[src/rtl/ncl_barrel_sync_driver.sv]
// Synchronous driver for the dual-rail NCL barrel shifter.
// Each accepted operation is launched as a DATA wavefront and then a NULL
// wavefront. Completion is detected on the synchronized result rails, and
// the decoded result is returned through a valid/ready port with an error flag.
//
// state      | meaning
// IDLE       | rails NULL, waiting for in_valid
// DRIVE_DATA | rails DATA, waiting for the synced result to be fully one-hot
// DRIVE_NULL | rails NULL, waiting for the synced result to read all-low
// RESP       | result presented, waiting for out_ready
module ncl_barrel_sync_driver #(
    parameter int DATA_W      = 4,
    parameter int SHIFT_W     = 2,
    parameter int SYNC_STAGES = 2,
    parameter int TIMEOUT     = 64
) (
    input  logic               clk,
    input  logic               rst,
    input  logic               in_valid,
    output logic               in_ready,
    input  logic [DATA_W-1:0]  in_a,
    input  logic               in_sra,
    input  logic               in_rotate,
    input  logic [SHIFT_W-1:0] in_shift,
    input  logic               in_value,
    output logic [DATA_W-1:0]  a_t,
    output logic [DATA_W-1:0]  a_f,
    output logic               sra_t,
    output logic               sra_f,
    output logic               rotate_t,
    output logic               rotate_f,
    output logic               value_t,
    output logic               value_f,
    output logic [SHIFT_W-1:0] shift_t,
    output logic [SHIFT_W-1:0] shift_f,
    input  logic [DATA_W-1:0]  res_t,
    input  logic [DATA_W-1:0]  res_f,
    output logic               out_valid,
    input  logic               out_ready,
    output logic [DATA_W-1:0]  out_data,
    output logic               out_err
);

    localparam int TMR_W = (TIMEOUT > 1) ? $clog2(TIMEOUT) : 1;
    localparam logic [TMR_W-1:0] TMR_LAST = TMR_W'(TIMEOUT - 1);

    typedef enum logic [1:0] {
        IDLE       = 2'd0,
        DRIVE_DATA = 2'd1,
        DRIVE_NULL = 2'd2,
        RESP       = 2'd3
    } state_t;

    state_t                             state;
    logic [TMR_W-1:0]                   timer;
    logic                               err_flag;
    logic [SYNC_STAGES-1:0][DATA_W-1:0] sync_t;
    logic [SYNC_STAGES-1:0][DATA_W-1:0] sync_f;
    logic [DATA_W-1:0]                  res_t_s;
    logic [DATA_W-1:0]                  res_f_s;
    logic                               res_complete;
    logic                               res_null;
    logic                               res_illegal;

    // Result rails are asynchronous to clk; pass every rail through a flop chain.
    always_ff @(posedge clk) begin
        if (rst) begin
            sync_t <= '0;
            sync_f <= '0;
        end else begin
            sync_t[0] <= res_t;
            sync_f[0] <= res_f;
            for (int i = 1; i < SYNC_STAGES; i++) begin
                sync_t[i] <= sync_t[i-1];
                sync_f[i] <= sync_f[i-1];
            end
        end
    end

    assign res_t_s      = sync_t[SYNC_STAGES-1];
    assign res_f_s      = sync_f[SYNC_STAGES-1];
    assign res_complete = &(res_t_s ^ res_f_s);
    assign res_null     = ~|(res_t_s | res_f_s);
    assign res_illegal  = |(res_t_s & res_f_s);

    // Sequencing FSM; all rail and handshake outputs are registered here so a
    // wavefront always switches as a whole on a single edge.
    always_ff @(posedge clk) begin
        if (rst) begin
            state     <= IDLE;
            timer     <= '0;
            err_flag  <= 1'b0;
            in_ready  <= 1'b1;
            out_valid <= 1'b0;
            out_data  <= '0;
            out_err   <= 1'b0;
            a_t       <= '0;
            a_f       <= '0;
            sra_t     <= 1'b0;
            sra_f     <= 1'b0;
            rotate_t  <= 1'b0;
            rotate_f  <= 1'b0;
            value_t   <= 1'b0;
            value_f   <= 1'b0;
            shift_t   <= '0;
            shift_f   <= '0;
        end else begin
            case (state)
                IDLE: begin
                    if (in_valid && in_ready) begin
                        a_t      <= in_a;
                        a_f      <= ~in_a;
                        sra_t    <= in_sra;
                        sra_f    <= ~in_sra;
                        rotate_t <= in_rotate;
                        rotate_f <= ~in_rotate;
                        value_t  <= in_value;
                        value_f  <= ~in_value;
                        shift_t  <= in_shift;
                        shift_f  <= ~in_shift;
                        in_ready <= 1'b0;
                        err_flag <= 1'b0;
                        timer    <= '0;
                        state    <= DRIVE_DATA;
                    end
                end
                DRIVE_DATA: begin
                    if (res_complete || (timer == TMR_LAST)) begin
                        // Complete wins over a coincident timeout; a timeout
                        // returns zero data rather than a partial capture.
                        if (res_complete) begin
                            out_data <= res_t_s;
                        end else begin
                            out_data <= '0;
                            err_flag <= 1'b1;
                        end
                        a_t      <= '0;
                        a_f      <= '0;
                        sra_t    <= 1'b0;
                        sra_f    <= 1'b0;
                        rotate_t <= 1'b0;
                        rotate_f <= 1'b0;
                        value_t  <= 1'b0;
                        value_f  <= 1'b0;
                        shift_t  <= '0;
                        shift_f  <= '0;
                        timer    <= '0;
                        state    <= DRIVE_NULL;
                    end else begin
                        timer <= timer + 1'b1;
                        if (res_illegal) begin
                            err_flag <= 1'b1;
                        end
                    end
                end
                DRIVE_NULL: begin
                    if (res_null) begin
                        out_valid <= 1'b1;
                        out_err   <= err_flag;
                        timer     <= '0;
                        state     <= RESP;
                    end else if (timer == TMR_LAST) begin
                        err_flag  <= 1'b1;
                        out_valid <= 1'b1;
                        out_err   <= 1'b1;
                        timer     <= '0;
                        state     <= RESP;
                    end else begin
                        timer <= timer + 1'b1;
                    end
                end
                RESP: begin
                    if (out_valid && out_ready) begin
                        out_valid <= 1'b0;
                        err_flag  <= 1'b0;
                        in_ready  <= 1'b1;
                        timer     <= '0;
                        state     <= IDLE;
                    end
                end
                default: begin
                    state <= IDLE;
                end
            endcase
        end
    end

endmodule
[config.mk]
export PLATFORM = sky130hd
export DESIGN_NAME = ncl_barrel_sync_driver
export DESIGN_NICKNAME = d
export VERILOG_FILES = /design/src/rtl/ncl_barrel_sync_driver.sv
export SDC_FILE = /design/constraint.sdc
export NUM_CORES = 1
export LEC_CHECK = 0
export BUFFER_PORTS_ARGS = -buffer_cell sky130_fd_sc_hd__buf_2
export CAP_MARGIN = 40
export CORE_AREA = 2 2 82 84
export CTS_CLUSTER_DIAMETER = 120
export DETAILED_ROUTE_END_ITERATION = 7
export DIE_AREA = 0 0 84 86
export SYNTH_ARGS = -nofsm -noshare
export SYNTH_HDL_FRONTEND = slang
export SYNTH_SLANG_ARGS = --single-unit
[constraint.sdc]
create_clock -name clk -period 1.8 [get_ports clk]
set_input_delay 0.18 -clock clk [delete_from_list [all_inputs] [get_ports clk]]
set_output_delay 0.18 -clock clk [all_outputs]
set_load 0.05 [all_outputs]
# ---- Word level (Yosys, flattened, before mapping)
# Cells that the tools add are included.
dict set report op_classes {
  add_sub_neg 1
  n_bitwise 8
  eq_ne 13
  reduce_logical 18
  n_mux 49
}
# cell n
set ops {}
lappend ops {{6-bit 2-to-1 mux} 5}
lappend ops {{6-bit one-hot mux with 4 select lines} 1}
lappend ops {{1-bit 2-to-1 mux} 17}
lappend ops {{2-bit 2-to-1 mux} 8}
lappend ops {{4-bit 2-to-1 mux} 4}
lappend ops {{1-bit one-hot mux with 2 select lines} 8}
lappend ops {{4-bit one-hot mux with 2 select lines} 2}
lappend ops {{2-bit != test (second input constant)} 5}
lappend ops {{3-bit != test (second input constant)} 3}
lappend ops {{3-bit AND reduction} 3}
lappend ops {{2-bit one-hot mux with 2 select lines} 2}
lappend ops {{2-bit one-hot mux with 4 select lines} 1}
lappend ops {{4-bit AND reduction} 2}
lappend ops {{4-bit OR reduction} 2}
lappend ops {{6-bit by 1-bit adder with 6-bit output (second input constant)} 1}
lappend ops {{6-bit == test (second input constant)} 1}
lappend ops {{2-bit AND reduction} 3}
lappend ops {{6-bit AND reduction} 1}
lappend ops {{2-bit nonzero test} 3}
lappend ops {{4-bit bitwise AND} 1}
lappend ops {{2-bit == test (second input constant)} 2}
lappend ops {{4-bit inverter} 1}
lappend ops {{4-bit bitwise OR} 1}
lappend ops {{1-bit one-hot mux with 4 select lines} 1}
lappend ops {{8 further kinds} 11}
dict set report totals {
  out_inout_bits 25
  ff_bits 50
  inputBits 21
  elab_cells 110
}

# ---- Depth between registers and ports, before layout
dict set report logic_depth {
  word_depth 5
  mapped_depth 7
  mapped_depth_nobuf 6
}

# ---- Worst setup path before layout
# Ideal clock, no wire load.
dict set report synth_path {
  kind {register to register}
  startpoint {reg out_valid}
  endpoint {reg timer[0]}
  arrival_time_ns 1.545
  period_less_slack_ns 1.675
  t_required_ns 1.670
  path_buffers 0
  path_slack_ns 0.125
  path_stages_with_launch 5
  setup_ns 0.130
  cell_sequence {dfxtp_1 > a21boi_1 > or2_2 > a32oi_1 > nor2_1}
}
dict set report synth_between {
  elab_chain_len 3
}
# element line
set synth_lines {}
lappend synth_lines {{from (decl)} 38} ;# output logic out_valid,
lappend synth_lines {{from (signal assigned)} 94} ;# out_valid <= 1'b0;
lappend synth_lines {{from (signal assigned)} 158} ;# out_valid <= 1'b1;
lappend synth_lines {{from (signal assigned)} 164} ;# out_valid <= 1'b1;
lappend synth_lines {{1-bit logical AND} 173} ;# if (out_valid && out_ready) begin
lappend synth_lines {{2-bit != test (no source line)} -}
lappend synth_lines {{2-bit AND reduction (no source line)} -}
lappend synth_lines {{to (signal assigned)} 150} ;# timer <= timer + 1'b1;
lappend synth_lines {{to (signal assigned)} 169} ;# timer <= timer + 1'b1;
lappend synth_lines {{to (decl)} 55} ;# logic [TMR_W-1:0] timer;
# No other way between the ends.
# A chain may end at the register's enable or synchronous reset.

# ---- Final worst setup path
dict set report layout_path {
  startpoint {reg sync_t (netlist bit res_t_s[0])}
  endpoint {reg shift_f[1]}
}
dict set report layout_between {
  elab_chain_len 5
}
# element line
set layout_lines {}
lappend layout_lines {{from (decl)} 57} ;# logic [SYNC_STAGES-1:0][DATA_W-1:0] sync_t;
lappend layout_lines {{from (signal, indexed assignment)} 74} ;# sync_t[i] <= sync_t[i-1];
lappend layout_lines {{4-bit bitwise XOR} 82} ;# assign res_complete = &(res_t_s ^ res_f_s);
lappend layout_lines {{4-bit AND reduction} 82}
lappend layout_lines {{1-bit logical OR} 128} ;# if (res_complete || (timer == TMR_LAST)) begin
lappend layout_lines {{2-bit != test (no source line)} -}
lappend layout_lines {{3-bit AND reduction (no source line)} -}
lappend layout_lines {{to (signal assigned)} 120} ;# shift_f <= ~in_shift;
lappend layout_lines {{to (decl)} 35} ;# output logic [SHIFT_W-1:0] shift_f,
# No other way between the ends.

==> results_dict.tcl <==
set metrics [dict create \
    endpoint_kind "flip-flop" \
    fraction_of_layout_cells_with_a_size_suffix_above_1_pct 29.6 \
    final_cell_mix "sky130_fd_sc_hd__dfxtp_1, sky130_fd_sc_hd__buf_2, sky130_fd_sc_hd__nand2_1, sky130_fd_sc_hd__a21oi_1, sky130_fd_sc_hd__nor2b_1" \
    crit_path_launch "res_t_s[0]" \
    antenna_cells 0 \
    nets 313 \
    fmaxAchievable_ghz 0.572 \
    cts_tree "yes" \
    weighted_congestion_reported_at_the_end_of_routability_driven_placement 0.803 \
    clock_insertion_delay_worst_skew_ns 0.29 \
    max_cap_viol_count 0 \
    hold_buffers 0 \
    ctsLongestPathBuffers 2 \
    design.portCount 46 \
    hold_slack_ns 0.0817 \
    yosysWarningCount 0 \
    finalSetupViolCount 0 \
    clk_root_buffer_cell "sky130_fd_sc_hd__clkbuf_8" \
    timing.hold.worst.class "input port to flip-flop" \
    numCtsBuffers 5 \
    post_synthesis_cells 227 \
    vias_per_cell 4.95 \
    die_w_microns 84 \
    avg_inst_size_synth_sq_um 9.49 \
    synthToLayoutAreaGrowth_pct 24.5 \
    power_density_nw_per_um2 1590 \
    floorplan.rows 29 \
    status "complete, no violations" \
    worst-slew-pin-transition_ns 0.535 \
    vias 1766 \
    startpoint_type "flip-flop" \
    initial_utilization_pct 34.3 \
    hpwl_reported_at_the_end_of_detailed_placement_microns 3380 \
    rr_worst_depth 8 \
    wire_per_inst_microns 13.9 \
    fin_tns_setup_ns 0 \
    via_count_of_the_first_global_routing_pass 1650 \
    p_leak_nw 1.11 \
    number_of_hold_slack_violations_in_the_final_timing_report 0 \
    net_count_after_synthesis 261 \
    r2r-start "res_t_s[0]" \
    worst_ep_required_time_ns 1.99 \
    global_route.overflow_total 0 \
    cts.sink_count 50 \
    drt_pass1_iterations 4 \
    drt_drc_violations_left 0 \
    holdCritStartpoint "in_value" \
    die_area_sq_um 7220 \
    numPortBuffers 45 \
    number_of_storage_elements_in_the_synthesis_netlist 50 \
    crit_path_cell_trace "inv_1, ha_1, and4_2, a211oi_4, buf_4, clkbuf_16, o211ai_1, o41ai_1" \
    finalClockSkew_ns 0.00560 \
    crit_slowest_cell "sky130_fd_sc_hd__dfxtp_1" \
    cp_data_arrival_time_ns 1.94 \
    vdd_ir_drop_max_v 0.000892 \
    global_route_wire_length_before_repair_microns 8100 \
    overall_routing_resource_usage_pct 13.6 \
    reg_clk_slew_reported_paths_ns 0.09 \
    final_min_period_over_clock_period_pct 97.2 \
    critical_path_class "flip-flop to flip-flop" \
    r2r-end "shift_f[1]" \
    finalCriticalPeriod_ns 1.75 \
    fillerInstances 638 \
    grt_start_max_net_pins 37 \
    detailedRoute.firstIterationViolations 112 \
    maxSlewViolCount 0 \
    crit_path_max_fanout 9 \
    syn-cell-area_sq_um 2150 \
    critical-path-max-stage-delay_ns 0.33 \
    die_y_microns 86 \
    post_synth_num_cell_types 42 \
    cp-endpoint "shift_f[1]" \
    count_of_h_tree_levels_built_during_cts 2 \
    most_common_cell_after_layout_fill_and_taps_aside "sky130_fd_sc_hd__dfxtp_1" \
    sequential_element_share_of_the_synthesized_area_pct 46.5 \
    ant_nets 0 \
    ff2ff_setup_slack_ns 0.05 \
    route.final.wire_length_microns 4970 \
    core_area_sq_um 6280 \
    slew-limit-headroom_pct 64.3 \
    number_of_antenna_violations_at_the_first_check_in_global_routing 0 \
]
-- cell families after synthesis --
kind of cell / after synthesis / synth area share, %
DFF: 50 / 46.5
adders and majority gates: 13 / 7.55
buffers and inverters: 27 / 5.75
xor gates and xnor gates: 4 / 1.63
AOI/OAI and AO/OA: 65 / 20.6
muxes: 3 / 1.39
and+or+nand+nor: 65 / 16.6
-- critical path: cells and delay by family, from the launching register on --
kind	cells	cell delay, ns
AOI/OAI and AO/OA	3	0.34
adders and majority gates	1	0.28
and+or+nand+nor	1	0.29
buffers and inverters	3	0.40
DFF	1	0.33
-- flip-flops by register name (all words and copies together), names as in the netlist, 2 cells and up --
name,flops
a_t,4
shift_f,2
sync_f,4
a_f,4
res_t_s,4
out_data,4
sync_t,4
res_f_s,4
state,2
shift_t,2
timer,6
-- stage by stage --
step                power (mW)  cells  util [%]  setup WS [ns]  cell area [sq um]
floorplan                 2.92    227         -          0.125               2150
global placement          3.45    346      39.9        -0.0240               2500
detailed placement        3.47    346      39.9        -0.0398               2500
CTS                       4.16    354      41.5        0.00351               2600
global route              4.52    357      42.7       -0.00392               2680
finish                    4.28    357      42.7         0.0511               2680
-- layer usage --
layer,share of wire [%],GRT usage (%),vias to the layer above
met2,45,22.0,37
met1,48,17.4,818
met5,0,0,-
met3,6.3,4.91,6
met4,1.0,3.52,0
li1,-,-,905
-- what timing repair did --
item                                    4_1_cts  5_1_grt
gates cloned                                  0        2
pin swaps                                     0        1
buffers inserted                              0        1
gates resized for setup                       1        9
endpoints found under the setup margin        5       25
-- cell type report --
| cell class | instances | area [sq um] | area share, % |
|---|---|---|---|
| flip-flops and latches | 50 | 1010 | 37.5 |
| repair buffers | 58 | 383 | 14.3 |
| multi-input cells | 150 | 1050 | 39.3 |
| clock buffers | 7 | 86.3 | 3.22 |
| clock inverters | 1 | 5.00 | 0.187 |
| well taps | 77 | 96.3 | 3.59 |
| inverters | 14 | 52.6 | 1.96 |
-- worst min-delay path by stage --
stage / to / cells after the start
detailed placement: a_f[1] / 2
global route: a_f[1] / 2
CTS: value_f / 2
finish: value_f / 2
global placement: sync_t[3] / 2
floorplan: a_f[0] / 1
-- report_power, final --
part,internal [mW],switching (mW)
Clock,0.311,0.347
Combinational,0.755,1.40
Sequential,1.34,0.130
Total,2.40,1.88
-- cell usage after synthesis (all sizes together) --
| master | count | area (sq um) |
|---|---|---|
| nor3b | 1 | 7.51 |
| nand2 | 17 | 63.8 |
| nor4 | 1 | 6.26 |
| o22ai | 1 | 6.26 |
| inv | 14 | 52.6 |
| o21ai | 15 | 78.8 |
| a221oi | 1 | 8.76 |
| or2 | 1 | 6.26 |
| nor2 | 9 | 33.8 |
| and2 | 3 | 20.0 |
| o2111ai | 1 | 8.76 |
| ha | 13 | 163 |
| mux2i | 3 | 30.0 |
| a21boi | 2 | 18.8 |
| o211ai | 9 | 67.6 |
| xnor2 | 4 | 35.0 |
| nor3 | 1 | 5.00 |
| a21oi | 19 | 98.9 |
| nand3 | 2 | 10.0 |
| o21bai | 1 | 11.3 |
| dfxtp | 50 | 1000 |
| buf | 5 | 40.0 |
| and4 | 2 | 18.8 |
| nand3b | 9 | 67.6 |
| a31oi | 2 | 12.5 |
| nor2b | 16 | 100 |
| nand4 | 2 | 12.5 |
| and3 | 1 | 6.26 |
| a32oi | 1 | 8.76 |
| a211oi | 3 | 35.0 |
| o41ai | 9 | 78.8 |
| a221o | 1 | 10.0 |
| clkbuf | 8 | 31.3 |
No activity file was read; power rests on OpenSTA's default activity.
